## config.mk

```make
export PLATFORM = sky130hd
export DESIGN_NAME = i_sram_like_bridge_nw
export DESIGN_NICKNAME = d
export VERILOG_FILES = /design/src/rtl/i_sram_like_bridge_nw.sv
export SDC_FILE = /design/constraint.sdc
export NUM_CORES = 1
export LEC_CHECK = 0
export CELL_PAD_IN_SITES_DETAIL_PLACEMENT = 0
export CELL_PAD_IN_SITES_GLOBAL_PLACEMENT = 1
export CORE_MARGIN = 10
export CORE_UTILIZATION = 25
export DETAILED_ROUTE_END_ITERATION = 12
export PLACE_DENSITY_LB_ADDON = 0.1
export SLEW_MARGIN = 20
export SYNTH_ARGS = -nofsm -noshare
export SYNTH_HDL_FRONTEND = slang
export SYNTH_SLANG_ARGS = --single-unit
export TNS_END_PERCENT = 30
```

## constraint.sdc

```tcl
create_clock -name clk -period 1.35 [get_ports clk]
set_clock_uncertainty 0.1 [all_clocks]
set_input_delay 0.2025 -clock clk [delete_from_list [all_inputs] [get_ports clk]]
set_output_delay 0.2025 -clock clk [all_outputs]
set_load 0.05 [all_outputs]
```

## src/rtl/i_sram_like_bridge_nw.sv

```systemverilog
// Instruction-side sram to sram-like bridge returning up to FETCH_N words per beat.
// Optional performance counters are enabled with the I_BRIDGE_PERF_EN macro.
module i_sram_like_bridge_nw #(
  parameter int unsigned FETCH_N = 2,
  parameter int unsigned ADDR_W  = 32
) (
  input  logic                    clk,
  input  logic                    rst,
  input  logic                    inst_sram_en,
  input  logic [ADDR_W-1:0]       inst_sram_addr,
  output logic [32*FETCH_N-1:0]   inst_sram_rdata,
  output logic [FETCH_N-1:0]      inst_sram_valid,
  input  logic                    flush,
  input  logic                    longest_stall,
  output logic                    i_stall,
  output logic                    inst_req,
  output logic                    inst_wr,
  output logic [1:0]              inst_size,
  output logic [ADDR_W-1:0]       inst_addr,
  output logic [31:0]             inst_wdata,
  input  logic                    inst_addr_ok,
  input  logic [FETCH_N-1:0]      inst_data_ok,
  input  logic [32*FETCH_N-1:0]   inst_rdata
`ifdef I_BRIDGE_PERF_EN
  ,
  output logic [31:0]             perf_req_cnt,
  output logic [31:0]             perf_stall_cnt
`endif
);

  localparam int unsigned DATA_W = 32 * FETCH_N;

  typedef enum logic [2:0] {
    S_IDLE,
    S_REQ,
    S_WAIT,
    S_DONE,
    S_DISCARD
  } state_t;

  state_t              state_q;
  state_t              state_d;
  logic                req_d;
  logic [ADDR_W-1:0]   addr_d;
  logic [DATA_W-1:0]   rdata_d;
  logic [FETCH_N-1:0]  valid_d;

  assign inst_wr    = 1'b0;
  assign inst_size  = 2'b10;
  assign inst_wdata = 32'd0;

  // Fetch is satisfied only once a beat is being held in DONE.
  assign i_stall = inst_sram_en & (state_q != S_DONE) & ~flush;

  // State register and registered outputs.
  always_ff @(posedge clk) begin
    if (rst) begin
      state_q         <= S_IDLE;
      inst_req        <= 1'b0;
      inst_addr       <= '0;
      inst_sram_rdata <= '0;
      inst_sram_valid <= '0;
    end else begin
      state_q         <= state_d;
      inst_req        <= req_d;
      inst_addr       <= addr_d;
      inst_sram_rdata <= rdata_d;
      inst_sram_valid <= valid_d;
    end
  end

  // Next-state and next-output logic.
  always_comb begin
    state_d = state_q;
    addr_d  = inst_addr;
    rdata_d = inst_sram_rdata;
    valid_d = inst_sram_valid;

    unique case (state_q)
      S_IDLE: begin
        if (inst_sram_en && !flush) begin
          state_d = S_REQ;
          addr_d  = inst_sram_addr;
        end
      end
      S_REQ: begin
        if (inst_addr_ok) begin
          // A flush racing a zero-wait response has nothing left to wait for.
          if (flush) begin
            state_d = inst_data_ok[0] ? S_IDLE : S_DISCARD;
          end else if (inst_data_ok[0]) begin
            state_d = S_DONE;
            rdata_d = inst_rdata;
            valid_d = inst_data_ok;
          end else begin
            state_d = S_WAIT;
          end
        end else if (flush) begin
          state_d = S_IDLE;
        end
      end
      S_WAIT: begin
        if (inst_data_ok[0]) begin
          if (flush) begin
            state_d = S_IDLE;
          end else begin
            state_d = S_DONE;
            rdata_d = inst_rdata;
            valid_d = inst_data_ok;
          end
        end else if (flush) begin
          state_d = S_DISCARD;
        end
      end
      S_DONE: begin
        if (flush || !longest_stall) begin
          state_d = S_IDLE;
          valid_d = '0;
        end
      end
      S_DISCARD: begin
        if (inst_data_ok[0]) begin
          state_d = S_IDLE;
        end
      end
      default: state_d = S_IDLE;
    endcase

    req_d = (state_d == S_REQ);
  end

`ifdef I_BRIDGE_PERF_EN
  // Saturating request and stall counters.
  always_ff @(posedge clk) begin
    if (rst) begin
      perf_req_cnt   <= '0;
      perf_stall_cnt <= '0;
    end else begin
      if (inst_req && inst_addr_ok && (perf_req_cnt != 32'hFFFF_FFFF)) begin
        perf_req_cnt <= perf_req_cnt + 32'd1;
      end
      if (i_stall && (perf_stall_cnt != 32'hFFFF_FFFF)) begin
        perf_stall_cnt <= perf_stall_cnt + 32'd1;
      end
    end
  end
`endif

endmodule

```

==> results.sh <==
export IMPL_wl_per_cell_um=17.0
export IMPL_finalWorstSetupSlack_ns=-0.178
export IMPL_cap_viol_max_count=0
export IMPL_ys_warn_count=0
export IMPL_cp_top_family="buffers and inverters"
export IMPL_grt_pass1_vias=4148
export IMPL_violations="setup timing"
export IMPL_postLayoutCoreUtil=0.479
export IMPL_final_cell_mix="nand2_1 (132), buf_12 (107), clkdlybuf4s50_1 (102), dfxtp_1 (100), mux2i_1 (64)"
export IMPL_slowest_delay_ns=0.35
export IMPL_vias_per_cell=4.31
export IMPL_firstDrtPassIters=4
export IMPL_final_common_cell="nand2_1"
export IMPL_arrival_ns=1.66
export IMPL_antenna_found_initial=0
export IMPL_synthMuxAreaShare=0.145
export IMPL_dpl_hpwl_um=11700
export IMPL_numClockSinks=102
export IMPL_synth_top_family_by_area="simple AND/OR/NAND/NOR gates"
export IMPL_n_fill_cell=1632
export IMPL_post_route_period_util=1.13
export IMPL_yosys_area_share_xor_xnor=0
export IMPL_cp_start_kind="flip-flop"
export IMPL_cts_hold_buf=0
export IMPL_synth_area_per_cell_um2=8.62
export IMPL_ys_types=29
export IMPL_insertion_delay_ns=0.34
export IMPL_hp_class="primary input to flip-flop"
export IMPL_dieArea_mm2=0.0234
export IMPL_diodes=0
export IMPL_max_freq_mhz=655
export IMPL_path_max_fanout=8
export IMPL_setup_viol=98
export IMPL_ys_ff_latch=102
export IMPL_die_w_um=153
export IMPL_endpoint_kind="flip-flop"
export IMPL_switching_share=0.293
export IMPL_final_area_mm2=0.00829
export IMPL_combPwrFrac=0.218
export IMPL_ir_drop_uv=602
export IMPL_synth_edff_count=0
export IMPL_synthCells=512
export IMPL_power_frac_clock=0.344
export IMPL_seqCellArea_mm2=0.00204
export IMPL_dr_total_vias=4088
export IMPL_finalCriticalPeriod_ns=1.53
export IMPL_final_layout_size_suffix_gt1_frac=0.257
export IMPL_crit_chain="buf_6, and3b_2, o21a_4, buf_12, clkbuf_16, mux2i_1"
export IMPL_portBuffers=203
export IMPL_rsz0062_at_grt="yes"
export IMPL_die_y_um=153
export IMPL_clk_pin_slew_worst_paths_ns=0.07
export IMPL_fin_nets=822
export IMPL_power_density_mw_per_mm2=870
export IMPL_core_area_mm2=0.0173
export IMPL_numCtsBuffers=9
export IMPL_grt_overflow_total=0
export IMPL_drt_iter0_drc=173
export IMPL_cp_num_buf_inv=3
export IMPL_p_leak_uw=0.00307
export IMPL_ant_nets=0
export IMPL_required_ns=1.49
export IMPL_grt_pass1_wl_um=24300
export IMPL_fin_cells=948
export IMPL_grt_max_degree=55
export IMPL_worstSetupPathType="flip-flop to flip-flop"
export IMPL_synth_ff_type="dfxtp_1"
export IMPL_multiInputGateArea_mm2=0.00215
export IMPL_ys_async_sr_fraction=0
export IMPL_remaining_drc_errors=0
export IMPL_clock_root_buffer="clkbuf_16"
export IMPL_cts_tree="built"
export IMPL_p_sw_uw=2120
export IMPL_slew_viol_final=0
export IMPL_syn_cell_area_mm2=0.00441
export IMPL_internal_power_uw=5100
export IMPL_cp_slowest_cell="dfxtp_2"
export IMPL_p_seq_frac=0.437
export IMPL_rrSetupSlack_ns=-0.18
export IMPL_synthAdderAreaFrac=0
export IMPL_status="finished, violations left"
export IMPL_synth_simple_gate_area_frac=0.184
export IMPL_place_area_mm2=0.00767
export IMPL_start_util=0.255
export IMPL_track_usage=0.129
export IMPL_synth_compound_area_frac=0.0964
export IMPL_htree_levels=3
export IMPL_finalHoldViolations=0
export IMPL_clock_path_buffers=2
export IMPL_place_inst=921
export IMPL_design_portCount=239
export IMPL_wl_um=16100
export IMPL_seq_area_frac_synth=0.463
export IMPL_syn_to_final_growth_pct=87.9
export IMPL_gp_congestion=0.759
export IMPL_rows=48
==> flip-flops by register name, summed over array words and instances (netlist names) <==
signal	cells
inst_addr	32
inst_req	1
inst_sram_rdata	64
inst_sram_valid	2
state_q	3
==> power groups by stage <==
| stage | sequential (µW) | clock, µW | combinational (µW) |
|---|---|---|---|
| floorplan | 3420 | 0 | 613 |
| global placement | 3220 | 0 | 1510 |
| detailed placement | 3220 | 0 | 1520 |
| CTS | 3150 | 2590 | 1530 |
| global route | 3170 | 2720 | 1670 |
| finish | 3160 | 2480 | 1580 |
==> area by class of cell <==
| cell class | count | area share |
|---|---|---|
| clock buffer | 11 | 0.0293 |
| timing repair buffer | 238 | 0.426 |
| sequential | 102 | 0.247 |
| clock inverter | 5 | 0.00422 |
| inverter | 2 | 0.00106 |
| tap | 225 | 0.0339 |
| multi-input combinational | 365 | 0.259 |
==> cells in the mapped netlist, types with 2 or more instances <==
library cell	instances	area, µm²
o21a_1	2	15.0
nand3_1	32	160
clkbuf_1	29	109
buf_6	7	78.8
dfxtp_1	102	2040
nor2_1	2	7.51
o21ai_0	4	20.0
a21oi_1	35	175
o211ai_1	2	15.0
or3_1	2	12.5
o221ai_1	2	17.5
nand2b_1	3	18.8
nand2_1	132	495
conb_1	2	7.51
buf_2	4	20.0
buf_4	36	270
and4b_1	2	20.0
nor2b_1	8	50.1
mux2i_1	64	641
o21ai_1	33	165
==> final timing paths <==
| path | from | to | cells past startpoint |
|---|---|---|---|
| setup / recovery | state_q[1] | inst_sram_rdata[36] | 6 |
| hold / removal | inst_rdata[25] | inst_sram_rdata[25] | 3 |
| setup reg to reg | state_q[1] | inst_sram_rdata[36] | 6 |
| hold reg to reg | inst_sram_rdata[31] | inst_sram_rdata[31] | 2 |
==> worst reg2reg max path, delay by kind of cell, from the launching register on <==
family	cells	cell delay [ns]
AOI/OAI and AO/OA	1	0.21
buffers and inverters	3	0.42
DFF	1	0.35
muxes	1	0.12
and+or+nand+nor	1	0.21
==> what timing repair did <==
item,CTS,global route
pin swaps,4,1
gates resized for setup,9,32
buffers inserted,2,2
cloned,0,7
setup endpoints to repair,98,100
==> routing by layer <==
| metal | GRT usage | vias up | part of all wire |
|---|---|---|---|
| met5 | 0 | - | 0 |
| met2 | 0.205 | 147 | 0.47 |
| met3 | 0.0668 | 11 | 0.087 |
| met4 | 0.0263 | 0 | 0.0076 |
| li1 | - | 2045 | - |
| met1 | 0.152 | 1885 | 0.44 |
==> kinds of logic after synthesis <==
logic type	after synthesis
other	2
buffers and inverters	78
AO/OA/AOI/OAI	80
multiplexers	64
AND/OR/NAND/NOR	186
flip-flops	102
==> metrics by stage <==
stage          power, µW  setup WS [ns]  hold slack [ns]  TNS (ns)
2_1_floorplan       4030        -0.0919            0.214     -8.02
3_3_place_gp        4730         -0.430            0.378    -39.60
3_5_place_dp        4740         -0.460            0.384    -40.85
4_1_cts             7270         -0.209            0.293    -14.64
5_1_grt             7560         -0.221            0.291    -17.92
6_report            7220         -0.178            0.306    -13.40
No activity file was read; power rests on OpenSTA's default activity.
